===== src/rtl/ysyx_25040129_lsu_pkg.sv =====
// ============================================================================
// Module   : ysyx_25040129_lsu_pkg
// Brief    : Shared encodings, FSM states and alignment helper for the LSU.
// Revision : 1.0 - initial release
// ============================================================================
`default_nettype none

package ysyx_25040129_lsu_pkg;

    localparam int WORD_T = 4;

    localparam logic [2:0] NO_MEM_READ = 3'd0;
    localparam logic [2:0] LB          = 3'd1;
    localparam logic [2:0] LH          = 3'd2;
    localparam logic [2:0] LW          = 3'd3;
    localparam logic [2:0] LBU         = 3'd4;
    localparam logic [2:0] LHU         = 3'd5;

    localparam logic [1:0] NO_MEM_WRITE = 2'd0;
    localparam logic [1:0] SB           = 2'd1;
    localparam logic [1:0] SH           = 2'd2;
    localparam logic [1:0] SW           = 2'd3;

    typedef enum logic [1:0] {
        IDLE     = 2'd0,
        BUS_REQ  = 2'd1,
        BUS_WAIT = 2'd2,
        WB_HOLD  = 2'd3
    } lsu_state_e;

    // A request carrying both a load and a store kind behaves as the store.
    function automatic logic is_misaligned(input logic [2:0] rd_kind,
                                           input logic [1:0] wr_kind,
                                           input logic [1:0] off);
        logic [2:0] eff_read;
        eff_read      = (wr_kind != NO_MEM_WRITE) ? NO_MEM_READ : rd_kind;
        is_misaligned = 1'b0;
        if (wr_kind == SH || eff_read == LH || eff_read == LHU) begin
            is_misaligned = off[0];
        end else if (wr_kind == SW || eff_read == LW) begin
            is_misaligned = (off != 2'b00);
        end
    endfunction

endpackage

`default_nettype wire


===== src/rtl/ysyx_25040129_lsu_align.sv =====
// ============================================================================
// Module   : ysyx_25040129_lsu_align
// Brief    : Store lane/strobe generation and load byte/half extract + extend.
// Revision : 1.0 - initial release
// ============================================================================
`default_nettype none

module ysyx_25040129_lsu_align
    import ysyx_25040129_lsu_pkg::*;
#(
    parameter int XLEN = 32
) (
    input  logic [1:0]        off,
    input  logic [1:0]        store_kind,
    input  logic [XLEN-1:0]   store_data,
    input  logic [2:0]        load_kind,
    input  logic [XLEN-1:0]   rdata,
    output logic [XLEN-1:0]   wdata,
    output logic [WORD_T-1:0] wstrb,
    output logic [XLEN-1:0]   load_result
);

    logic [7:0]  w_byte;
    logic [15:0] w_half;

    always_comb begin
        wdata = store_data;
        wstrb = '0;
        case (store_kind)
            SB: begin
                wdata = {(XLEN/8){store_data[7:0]}};
                wstrb = 4'b0001 << off;
            end
            SH: begin
                wdata = {(XLEN/16){store_data[15:0]}};
                wstrb = 4'b0011 << off;
            end
            SW: begin
                wdata = store_data;
                wstrb = '1;
            end
            default: ;
        endcase
    end

    always_comb begin
        w_byte      = rdata[8*off +: 8];
        w_half      = rdata[16*off[1] +: 16];
        load_result = '0;
        case (load_kind)
            LB:      load_result = {{(XLEN-8){w_byte[7]}}, w_byte};
            LH:      load_result = {{(XLEN-16){w_half[15]}}, w_half};
            LW:      load_result = rdata;
            LBU:     load_result = {{(XLEN-8){1'b0}}, w_byte};
            LHU:     load_result = {{(XLEN-16){1'b0}}, w_half};
            default: load_result = '0;
        endcase
    end

endmodule

`default_nettype wire


===== src/rtl/ysyx_25040129_lsu.sv =====
// ============================================================================
// Module   : ysyx_25040129_lsu
// Brief    : EXU->WBU memory stage, single-outstanding data bus access.
//            Define YSYX_25040129_LSU_ALIGN_CHECK_EN to fault misaligned
//            accesses without issuing them on the bus.
// Revision : 1.0 - initial release
// ============================================================================
`default_nettype none

module ysyx_25040129_lsu
    import ysyx_25040129_lsu_pkg::*;
#(
    parameter int XLEN     = 32,
    parameter int REGS_DIG = 5,
    parameter int CTRL_W   = 16
) (
    input  logic                clk,
    input  logic                rst,
    input  logic                is_req_valid_from_exu,
    output logic                is_req_ready_to_exu,
    input  logic [XLEN-1:0]     addr_in_lsu,
    input  logic [XLEN-1:0]     lsu_write_data_in_lsu,
    input  logic [2:0]          lsu_read_in_lsu,
    input  logic [1:0]          lsu_write_in_lsu,
    input  logic [REGS_DIG-1:0] rd_in_lsu,
    input  logic                reg_write_in_lsu,
    input  logic [CTRL_W-1:0]   ctrl_in_lsu,
    output logic                mem_req_valid,
    input  logic                mem_req_ready,
    output logic                mem_we,
    output logic [XLEN-1:0]     mem_addr,
    output logic [XLEN-1:0]     mem_wdata,
    output logic [3:0]          mem_wstrb,
    input  logic                mem_rsp_valid,
    input  logic [XLEN-1:0]     mem_rdata,
    input  logic                mem_rsp_err,
    output logic                is_req_valid_to_wbu,
    input  logic                is_req_ready_from_wbu,
    output logic [XLEN-1:0]     result_out_lsu,
    output logic [REGS_DIG-1:0] rd_out_lsu,
    output logic                reg_write_out_lsu,
    output logic [CTRL_W-1:0]   ctrl_out_lsu,
    output logic                lsu_err_out,
    output logic                is_data_forward_valid_from_lsu
);

    lsu_state_e          r_state;
    lsu_state_e          w_next_state;
    logic [XLEN-1:0]     r_addr;
    logic [XLEN-1:0]     r_store_data;
    logic [XLEN-1:0]     r_result;
    logic [2:0]          r_read;
    logic [1:0]          r_write;
    logic [REGS_DIG-1:0] r_rd;
    logic                r_reg_write;
    logic [CTRL_W-1:0]   r_ctrl;
    logic                r_err;
    logic                w_accept;
    logic                w_is_mem;
    logic                w_misaligned;
    logic                w_bus_done;
    logic [XLEN-1:0]     w_load_result;

    assign w_accept = is_req_valid_from_exu && is_req_ready_to_exu;
    assign w_is_mem = (lsu_read_in_lsu != NO_MEM_READ) || (lsu_write_in_lsu != NO_MEM_WRITE);

`ifdef YSYX_25040129_LSU_ALIGN_CHECK_EN
    assign w_misaligned = is_misaligned(lsu_read_in_lsu, lsu_write_in_lsu, addr_in_lsu[1:0]);
`else
    assign w_misaligned = 1'b0;
`endif

    // A response is only meaningful once our request has been taken.
    assign w_bus_done = mem_rsp_valid &&
                        ((r_state == BUS_WAIT) || ((r_state == BUS_REQ) && mem_req_ready));

    always_ff @(posedge clk) begin
        if (rst) r_state <= IDLE;
        else     r_state <= w_next_state;
    end

    always_comb begin
        w_next_state = r_state;
        case (r_state)
            IDLE: begin
                if (w_accept) w_next_state = (w_is_mem && !w_misaligned) ? BUS_REQ : WB_HOLD;
            end
            BUS_REQ: begin
                if (mem_req_ready) w_next_state = mem_rsp_valid ? WB_HOLD : BUS_WAIT;
            end
            BUS_WAIT: begin
                if (mem_rsp_valid) w_next_state = WB_HOLD;
            end
            WB_HOLD: begin
                if (is_req_ready_from_wbu) w_next_state = IDLE;
            end
            default: w_next_state = IDLE;
        endcase
    end

    always_comb begin
        is_req_ready_to_exu            = (r_state == IDLE) && !rst;
        mem_req_valid                  = (r_state == BUS_REQ);
        is_req_valid_to_wbu            = (r_state == WB_HOLD);
        is_data_forward_valid_from_lsu = (r_state == WB_HOLD) && r_reg_write;
    end

    always_ff @(posedge clk) begin
        if (rst) begin
            r_addr       <= '0;
            r_store_data <= '0;
            r_result     <= '0;
            r_read       <= NO_MEM_READ;
            r_write      <= NO_MEM_WRITE;
            r_rd         <= '0;
            r_reg_write  <= 1'b0;
            r_ctrl       <= '0;
            r_err        <= 1'b0;
        end else if (w_accept) begin
            r_addr       <= addr_in_lsu;
            r_store_data <= lsu_write_data_in_lsu;
            r_read       <= (lsu_write_in_lsu != NO_MEM_WRITE) ? NO_MEM_READ : lsu_read_in_lsu;
            r_write      <= lsu_write_in_lsu;
            r_rd         <= rd_in_lsu;
            r_reg_write  <= reg_write_in_lsu && (lsu_write_in_lsu == NO_MEM_WRITE) && !w_misaligned;
            r_ctrl       <= ctrl_in_lsu;
            r_result     <= w_is_mem ? '0 : addr_in_lsu;
            r_err        <= w_misaligned;
        end else if (w_bus_done) begin
            if (mem_rsp_err) begin
                r_result    <= '0;
                r_reg_write <= 1'b0;
                r_err       <= 1'b1;
            end else begin
                r_result <= (r_write != NO_MEM_WRITE) ? '0 : w_load_result;
            end
        end
    end

    ysyx_25040129_lsu_align #(
        .XLEN (XLEN)
    ) u_align (
        .off         (r_addr[1:0]),
        .store_kind  (r_write),
        .store_data  (r_store_data),
        .load_kind   (r_read),
        .rdata       (mem_rdata),
        .wdata       (mem_wdata),
        .wstrb       (mem_wstrb),
        .load_result (w_load_result)
    );

    assign mem_we            = (r_write != NO_MEM_WRITE);
    assign mem_addr          = r_addr;
    assign result_out_lsu    = r_result;
    assign rd_out_lsu        = r_rd;
    assign reg_write_out_lsu = r_reg_write;
    assign ctrl_out_lsu      = r_ctrl;
    assign lsu_err_out       = r_err;

endmodule

`default_nettype wire


===== config.mk =====
export PLATFORM = sky130hd
export DESIGN_NAME = ysyx_25040129_lsu
export DESIGN_NICKNAME = d
export VERILOG_FILES = /design/src/rtl/ysyx_25040129_lsu_pkg.sv /design/src/rtl/ysyx_25040129_lsu_align.sv /design/src/rtl/ysyx_25040129_lsu.sv
export SDC_FILE = /design/constraint.sdc
export NUM_CORES = 1
export LEC_CHECK = 0
export ABC_AREA = 1
export ABC_CLOCK_PERIOD_IN_PS = 2650
export BUFFER_PORTS_ARGS = -buffer_cell sky130_fd_sc_hd__buf_2
export CAP_MARGIN = 20
export CORE_ASPECT_RATIO = 0.9
export CORE_UTILIZATION = 53
export DETAILED_ROUTE_END_ITERATION = 8
export GPL_TIMING_DRIVEN = 0
export PLACE_DENSITY = 0.86
export SLEW_MARGIN = 20
export SYNTH_ARGS = -nofsm -noshare
export SYNTH_HDL_FRONTEND = slang
export SYNTH_HIERARCHICAL = 1
export SYNTH_SLANG_ARGS = --single-unit

===== constraint.sdc =====
create_clock -name clk -period 2.65 [get_ports clk]
set_input_delay 0 -clock clk [delete_from_list [all_inputs] [get_ports clk]]
set_output_delay 0 -clock clk [all_outputs]
set_load 0.03 [all_outputs]

# ---- Word-level counts from Yosys, hierarchy flattened
# Index checks and enable logic that the tools add are counted.
# W data, S select, Z words.
dict set report word_totals {
  input_bits 130
  ff_bits 126
  out_inout_bits 128
}
dict set report op_classes {
  eq_ne 15
  n_reduce_logical 20
  n_shift 4
  muxes 19
}
# cell count
set ops {}
lappend ops {{$mux W32} 5}
lappend ops {{$pmux W32 S5} 1}
lappend ops {{$pmux W32 S2} 1}
lappend ops {{$shiftx A32 B6 Y16} 1}
lappend ops {{$shiftx A32 B6 Y8} 1}
lappend ops {{$pmux W4 S3} 1}
lappend ops {{$mux W2} 5}
lappend ops {{$eq A2 B2 Y1 const B} 4}
lappend ops {{$pmux W2 S4} 1}
lappend ops {{$reduce_bool A2 Y1} 4}
lappend ops {{$eq A3 B2 Y1 const B} 2}
lappend ops {{$eq A3 B3 Y1 const B} 2}
lappend ops {{$logic_and A1 B1 Y1} 6}
lappend ops {{$eq A2 B1 Y1 const B} 2}
lappend ops {{$logic_not A2 Y1} 2}
lappend ops {{$mux W1} 4}
lappend ops {{$ne A2 B1 Y1 const B} 2}
lappend ops {{$ne A2 B2 Y1 const B} 2}
lappend ops {{$reduce_and A2 Y1} 2}
lappend ops {{$reduce_and A4 Y1} 1}
lappend ops {{$shl A1 B2 Y4 const A} 1}
lappend ops {{$shl A2 B2 Y4 const A} 1}
lappend ops {{$eq A3 B1 Y1 const B} 1}
lappend ops {{$mux W3} 1}
lappend ops {{other kinds (4)} 5}

# ---- Longest topological paths before layout
# Gate-level depths: netlist (run 1).
dict set report depth {
  word_depth 6
  mapped_depth 13
  ltp_nobuf 11
}

# ---- By module
# Netlist (run 1), hierarchy kept.
# mod area_per_inst_um2 instances cells_each
set by_module_without_submodules {}
lappend by_module_without_submodules {ysyx_25040129_lsu 5094.9 1 708}
lappend by_module_without_submodules {ysyx_25040129_lsu_align 1537.7 1 330}

# ---- Worst setup path before layout (run 1)
# Ideal clock, no wire load.
dict set report synth_path {
  path_type {reg-to-output}
  start {reg r_write[0]}
  end {out mem_wstrb[2]}
  path_stages_with_launch 7
  t_arrival_ns 1.659
  path_slack_ns 0.991
  required_ns 2.650
  path_cell_list {dfxtp_1 > inv_1 > ha_1 > clkbuf_1 > buf_2 > nand3_1 > a21oi_1}
}
dict set report synth_between {
  elab_chain_cells 2
  word_cells_on_any_way 4
}
# item line
set synth_rtl {}
lappend synth_rtl {{start, declared} ysyx_25040129_lsu.sv:53} ;# logic [1:0] r_write;
lappend synth_rtl {{start signal, assigned} ysyx_25040129_lsu.sv:123} ;# r_write <= lsu_write_in_lsu;
lappend synth_rtl {{$eq A2 B2 Y1 or $eq A2 B1 Y1 (tied branches)} ysyx_25040129_lsu_align.sv:29} ;# case (store_kind)
lappend synth_rtl {{$pmux W4 S3 *} ysyx_25040129_lsu_align.sv:29}
lappend synth_rtl {{end, declared} ysyx_25040129_lsu.sv:33} ;# output logic [3:0] mem_wstrb,
# Mark *: on every way between the ends. The rest lies on a longest branch, timed or not.

# ---- Final worst setup path (run 1)
dict set report layout_path {
  start {reg r_state[0]}
  end {reg r_reg_write, in the netlist reg_write_out_lsu}
}
dict set report layout_between {
  elab_chain_cells 6
  word_cells_on_any_way 12
}
# item line
set layout_rtl {}
lappend layout_rtl {{start, declared} ysyx_25040129_lsu.sv:47} ;# lsu_state_e r_state;
lappend layout_rtl {{start signal, assigned} ysyx_25040129_lsu.sv:79} ;# else r_state <= w_next_state;
lappend layout_rtl {{$eq A2 B1 Y1} ysyx_25040129_lsu.sv:75} ;# ((r_state == BUS_WAIT) || ((r_state == BUS_REQ) && mem_req_ready));
lappend layout_rtl {{$logic_and A1 B1 Y1} ysyx_25040129_lsu.sv:75}
lappend layout_rtl {{$logic_or A1 B1 Y1} ysyx_25040129_lsu.sv:75}
lappend layout_rtl {{$logic_and A1 B1 Y1} ysyx_25040129_lsu.sv:74} ;# assign w_bus_done = mem_rsp_valid &&
lappend layout_rtl {{$reduce_bool A2 Y1 (no line)} n/a}
lappend layout_rtl {{$reduce_and A2 Y1 (no line)} n/a}
lappend layout_rtl {{end signal, assigned} ysyx_25040129_lsu.sv:125} ;# r_reg_write <= reg_write_in_lsu && (lsu_write_in_lsu == NO_MEM_WRITE) && !w_misaligned;
lappend layout_rtl {{end, declared} ysyx_25040129_lsu.sv:55} ;# logic r_reg_write;
# Parallel ways exist; a longest one is shown, timed or not.
# A chain may end at the register's enable or synchronous reset.

==> results of run 1 <==
[tightest hold or removal path, stage by stage]
cell    delay [ps]
buf_2           80
inv_1           30
nor2_1         150
a31o_2         120
[metrics by stage]
| step | hold slack, ps | utilization | power (W) |
|---|---|---|---|
| global placement | 184.9 | 0.6697 | 0.005733 |
| floorplan | 69.07 | - | 0.004831 |
| global route | 50.92 | 0.7950 | 0.008759 |
| finish | -0.04863 | 0.7950 | 0.008350 |
| CTS | 4.116 | 0.7948 | 0.008243 |
| detailed placement | 190.6 | 0.6697 | 0.005790 |
[power by group through the flow]
stage	sequential, W	clock (W)	combinational, W
2_1_floorplan	0.00313	0	0.00171
3_3_place_gp	0.00256	0	0.00317
3_5_place_dp	0.00257	0	0.00322
4_1_cts	0.00254	0.00236	0.00334
5_1_grt	0.00260	0.00245	0.00371
6_report	0.00255	0.00236	0.00343
[area by class of cell]
type / instances / share of cell area
diodes: 1 / 0.0002596
clock buffers: 18 / 0.04452
multi-input cells: 740 / 0.3466
flip-flops and latches: 126 / 0.2617
well taps: 160 / 0.02077
repair buffers: 350 / 0.2300
plain buffers: 77 / 0.04258
clock inverters: 14 / 0.01636
inverters: 95 / 0.03725
[logic make-up (layout without fill, tap and decap cells)]
logic type	count (synthesis)	in the layout	share of synthesized area
AOI/OAI and AO/OA	127	127	0.1068
adders and majority gates	9	9	0.01698
buffers and inverters	172	554	0.1160
DFF	126	126	0.3803
other	0	1	0
and+or+nand+nor	604	604	0.3799
[cells in the final DEF, fill, tap and decap left out, types with 2 or more instances in the layout]
cell	instances
inv_1	92
o22ai_1	8
ha_1	9
o21ai_1	9
clkbuf_16	17
buf_4	15
clkbuf_1	18
nor2_1	162
dfxtp_1	126
o21ai_0	67
clkinv_2	2
inv_6	5
nand2_1	279
clkinv_4	2
o211ai_1	16
clkinvlp_4	2
a21oi_1	22
clkbuf_2	4
buf_1	8
buf_2	287
bufinv_16	2
buf_6	3
nand3_1	151
inv_2	2
dlygate4sd3_1	93
nand2_2	6
[worst max-delay path by stage]
stage | cells after the start | slack [ps] | end | from
after floorplan | 6 | 990 | mem_wstrb[2] | r_write[0]
after global placement | 8 | 740 | result_out_lsu[0] | r_state[0]
after detailed placement | 8 | 700 | result_out_lsu[0] | r_state[0]
after CTS | 8 | 330 | reg_write_out_lsu | r_state[0]
after global routing | 8 | 150 | reg_write_out_lsu | r_state[0]
final | 8 | 280 | reg_write_out_lsu | r_state[0]
[flip-flops by register name, indices dropped and copies added, names as in the netlist]
signal / count
mem_addr: 32
r_store_data: 32
result_out_lsu: 32
ctrl_out_lsu: 16
rd_out_lsu: 5
r_read: 3
r_state: 2
r_write: 2
lsu_err_out: 1
reg_write_out_lsu: 1
[per-layer routing]
metal	GRT usage	vias up	wire length (um)
met3	0.07806	103	2313
met4	0.1946	0	986
met1	0.4529	3793	9627
met5	0	-	0
li1	-	4034	-
met2	0.5993	538	11310
==> results.sh, run 1 <==
export IMPL_clock_skew_ps=9.314
export IMPL_slew_headroom=0.5235
export IMPL_avgRoutedWirePerCell_um=15.33
export IMPL_layout_nets=1546
export IMPL_grt_pass1_vias=7919
export IMPL_min_from="addr_in_lsu[30]"
export IMPL_ctsResizeCount=0
export IMPL_via_count=8468
export IMPL_hold_ws_ps=-0.04863
export IMPL_netlist_area_mm2=0.006633
export IMPL_place_ws_ps=704.6
export IMPL_leakage_nw=5.197
export IMPL_die_y_um=108.1
export IMPL_cp_arrival_ps=2720
export IMPL_period_needed_ps=2372
export IMPL_tightest_slew_ps=714.8
export IMPL_syn_to_final_growth_pct=45.33
export IMPL_grt_first_pass_wirelength_mm=37.56
export IMPL_timing_rr_end="reg_write_out_lsu"
export IMPL_cpPeakStageDelay_ps=560
export IMPL_port_buffers=257
export IMPL_ys_seq_area_frac=0.3803
export IMPL_placed_area_mm2=0.008119
export IMPL_tns_ps=0
export IMPL_cts_tree="yes"
export IMPL_path_buf_inv=4
export IMPL_p_int_w=0.004776
export IMPL_violations="negative hold slack"
export IMPL_fin_crit_sh=0.8950
export IMPL_synth_commonest_cells="nand2_1 (279), nor2_1 (162), nand3_1 (151), dfxtp_1 (126), inv_1 (92)"
export IMPL_ant_nets=0
export IMPL_async_flop_share=0
export IMPL_fin_ws_ps=278.3
export IMPL_end_kind="flop"
export IMPL_cpLargestDelayFamily="buffers and inverters"
export IMPL_min_path_cells=4
export IMPL_setup_viol=0
export IMPL_reg2reg_depth=8
export IMPL_power_frac_comb=0.411
export IMPL_path_cells="inv_1 > ha_1 > nand3_4 > inv_4 > buf_2 > nand3_1 > a21oi_1 > dlygate4sd3_1"
export IMPL_slowest_stage="dlygate4sd3_1"
export IMPL_irDropWorstVdd_uv=667.2
export IMPL_rows=38
export IMPL_yosysUniqueCellTypes=31
export IMPL_yosysMostFrequentCell="nand2_1"
export IMPL_avgSynthCellArea_um2=6.390
export IMPL_min_path_type="in2reg"
export IMPL_switching_share=0.4280
export IMPL_num_fill_cells=885
export IMPL_synth_top_area_cell="dfxtp_1"
export IMPL_reg2reg_slack_ps=280
export IMPL_coreArea_mm2=0.01212
export IMPL_fmax_mhz=421.6
export IMPL_seqCellArea_mm2=0.002522
export IMPL_grt_usage=0.3664
export IMPL_maxCapViolations=0
export IMPL_grt_max_degree=17
export IMPL_dpl_hpwl_mm=15.95
export IMPL_fin_cells=1581
export IMPL_io_pins=258
export IMPL_finalHoldViolations=1
export IMPL_pwr_share_seq=0.306
export IMPL_synth_edf_count=0
export IMPL_drc=0
export IMPL_status="complete, but fails checks"
export IMPL_cts_sinks=126
export IMPL_drt_wl_total_mm=24.23
export IMPL_die_x_um=119.9
export IMPL_antenna_found_initial=1
export IMPL_ys_flop_type="dfxtp_1"
export IMPL_drive_gt1_frac=0.2507
export IMPL_multi_input_area_mm2=0.003341
export IMPL_initial_core_util=0.5471
export IMPL_drv_slew=0
export IMPL_clockRootBuffer="clkbuf_16"
export IMPL_rsz0062_at_grt="no"
export IMPL_startpoint_type="flop"
export IMPL_hold_buffers=93
export IMPL_placed_cells=1455
export IMPL_routabilityCongestion=0.9364
export IMPL_cts_buffers=17
export IMPL_grt_overflow=0
export IMPL_clk_pin_slew_ps=60
export IMPL_synth_area_leaders="dfxtp_1 (38%), nand2_1 (16%), nand3_1 (11%), nor2_1 (9.2%), inv_1 (5.2%)"
export IMPL_cts_max_path_buffers=2
export IMPL_syn_inst=1038
export IMPL_htreeDepth=4
export IMPL_routed_via_density=5.356
export IMPL_cp_required_ps=3000
export IMPL_postCtsSetupBuffers=0
export IMPL_die_area_mm2=0.01297
export IMPL_final_area_mm2=0.009639
export IMPL_worstReg2RegStart="r_state[0]"
export IMPL_clkPwrFrac=0.283
export IMPL_drtIter0Drc=1033
export IMPL_p_per_area_mw_per_mm2=866.2
export IMPL_p_switching_w=0.003574
export IMPL_worst_path_max_fanout=10
export IMPL_synth_nets=1177
export IMPL_yosysWarnings=6
export IMPL_critPathKind="reg2reg"
export IMPL_worstSkewPairLatency_ps=410
export IMPL_synth_seq_cells=126
export IMPL_min_to="mem_addr[30]"
export IMPL_first_pass_iters=8
export IMPL_yosysTopAreaCellShare=0.3803
Note: power is estimated with default switching activity, not from simulation.
==> inputs of run 2 (changes only) <==
--- a/config.mk
+++ b/config.mk
@@ -11,6 +11,7 @@
 export CAP_MARGIN = 20
 export CORE_ASPECT_RATIO = 0.9
 export CORE_UTILIZATION = 53
+export CTS_BUF_LIST = sky130_fd_sc_hd__clkbuf_4 sky130_fd_sc_hd__clkbuf_8 sky130_fd_sc_hd__clkbuf_16
 export DETAILED_ROUTE_END_ITERATION = 8
 export GPL_TIMING_DRIVEN = 0
 export PLACE_DENSITY = 0.86
==> results.sh, run 2 (same netlist as run 1, synthesis figures left out) <==
export IMPL_postCtsSetupBuffers=0
export IMPL_via_count=8426
export IMPL_tns_ps=0
export IMPL_num_fill_cells=882
export IMPL_final_common_cell="buf_2"
export IMPL_grt_max_degree=17
export IMPL_drt_met1_wl_mm=9.682
export IMPL_status="complete, but fails checks"
export IMPL_die_area_mm2=0.01297
export IMPL_antenna_found_initial=1
export IMPL_leakage_nw=5.201
export IMPL_dr_max_layer_used="met4"
export IMPL_setup_viol=0
export IMPL_drc=0
export IMPL_rows=38
export IMPL_clk_pin_slew_ps=60
export IMPL_drive_gt1_frac=0.2514
export IMPL_power_frac_comb=0.411
export IMPL_min_path_type="in2reg"
export IMPL_pwr_share_seq=0.306
export IMPL_grt_pass1_vias=7910
export IMPL_dpl_hpwl_mm=15.95
export IMPL_fmax_mhz=419.1
export IMPL_io_pins=258
export IMPL_cp_required_ps=3000
export IMPL_htreeDepth=4
export IMPL_p_switching_w=0.003573
export IMPL_port_buffers=257
export IMPL_slew_headroom=0.5161
export IMPL_cts_max_path_buffers=2
export IMPL_first_pass_iters=5
export IMPL_rsz0062_at_grt="no"
export IMPL_coreArea_mm2=0.01212
export IMPL_finalHoldViolations=1
export IMPL_grt_first_pass_wirelength_mm=37.54
export IMPL_startpoint_type="flop"
export IMPL_ant_nets=0
export IMPL_switching_share=0.4274
export IMPL_wl_met3_mm=2.248
export IMPL_irDropWorstVdd_uv=604.7
export IMPL_critPathKind="reg2reg"
export IMPL_avgRoutedWirePerCell_um=15.32
export IMPL_drv_slew=0
export IMPL_cts_buffers=17
export IMPL_syn_to_final_growth_pct=45.39
export IMPL_violations="negative hold slack"
export IMPL_layout_common_cells="buf_2 (287), nand2_1 (279), nor2_1 (162), nand3_1 (151), dfxtp_1 (126)"
export IMPL_cts_sinks=126
export IMPL_maxCapViolations=0
export IMPL_die_y_um=108.1
export IMPL_cts_tree="yes"
export IMPL_fin_crit_sh=0.9004
export IMPL_clockRootBuffer="clkbuf_16"
export IMPL_clock_skew_ps=9.528
export IMPL_period_needed_ps=2386
export IMPL_drtIter0Drc=951
export IMPL_routed_via_density=5.330
export IMPL_p_int_w=0.004786
export IMPL_cp_arrival_ps=2740
export IMPL_grt_overflow=0
export IMPL_initial_core_util=0.5471
export IMPL_worstSkewPairLatency_ps=410
export IMPL_tightest_slew_ps=725.8
export IMPL_wl_met2_mm=11.33
export IMPL_clkPwrFrac=0.284
export IMPL_grt_usage=0.3664
export IMPL_drt_wl_total_mm=24.22
export IMPL_worst_path_max_fanout=10
export IMPL_hold_ws_ps=-1.120
export IMPL_routabilityCongestion=0.9364
export IMPL_p_total_w=0.008359
export IMPL_die_x_um=119.9
export IMPL_p_per_area_mw_per_mm2=866.9
export IMPL_layout_nets=1546
export IMPL_end_kind="flop"
==> run 2: changes by cell type in the layout (fill, tap and decap cells not counted) <==
cell and delta:
clkbuf_4 +1, clkbuf_1 -1
==> run 2: stage by stage <==
| stage | std cells | utilization | cell area [um^2] | setup slack (ps) |
|---|---|---|---|---|
| 6_report | 1581 | 0.7954 | 9643 | 263.9 |
| 5_1_grt | 1581 | 0.7954 | 9643 | 151.8 |
| 4_1_cts | 1580 | 0.7952 | 9641 | 333.5 |
| 3_5_place_dp | 1455 | 0.6697 | 8119 | 704.6 |
| 3_3_place_gp | 1455 | 0.6697 | 8119 | 741.5 |
| 2_1_floorplan | 1038 | - | 6633 | 991.0 |
==> run 2: per-layer routing <==
metal | up-vias | global-route usage
met5 | - | 0
met4 | 0 | 0.1938
met3 | 94 | 0.07753
met2 | 529 | 0.5981
met1 | 3775 | 0.4545
li1 | 4028 | -
==> run 2: timing repair <==
action,4_1_cts,5_1_grt
resized for setup,0,0
hold endpoints to repair,117,0
hold buffers,93,0
==> run 2: area by class of cell <==
class | count | area [um^2] | share of cell area
plain buffers | 77 | 410.4 | 0.04256
clock inverters | 14 | 157.7 | 0.01635
inverters | 95 | 359.1 | 0.03724
repair buffers | 350 | 2217 | 0.2299
multi-input cells | 740 | 3341 | 0.3464
clock buffers | 18 | 432.9 | 0.04489
diodes | 1 | 2.502 | 0.0002595
flip-flops and latches | 126 | 2522 | 0.2616
well taps | 160 | 200.2 | 0.02076
==> run 2: worst paths after layout <==
kind	startpoint	to	slack, ps	cells past startpoint
worst max-delay path	r_state[0]	reg_write_out_lsu	260	8
worst min-delay path	addr_in_lsu[30]	mem_addr[30]	-1	4
worst max register to register	r_state[0]	reg_write_out_lsu	260	8
worst min register to register	rd_out_lsu[1]	rd_out_lsu[1]	460	2
==> run 2: worst max-delay path: stages (launching register included) <==
cell	delay (ps)
dfxtp_1	350
inv_1	130
ha_1	280
nand3_4	220
inv_4	220
buf_2	290
nand3_1	110
a21oi_1	160
dlygate4sd3_1	560
==> run 2: power groups by stage <==
stage	Clock (W)	Sequential [W]	Combinational, W
after floorplan	0	0.00313	0.00171
after global placement	0	0.00256	0.00317
after detailed placement	0	0.00257	0.00322
after CTS	0.00237	0.00254	0.00334
after global routing	0.00247	0.00260	0.00371
final	0.00237	0.00255	0.00343
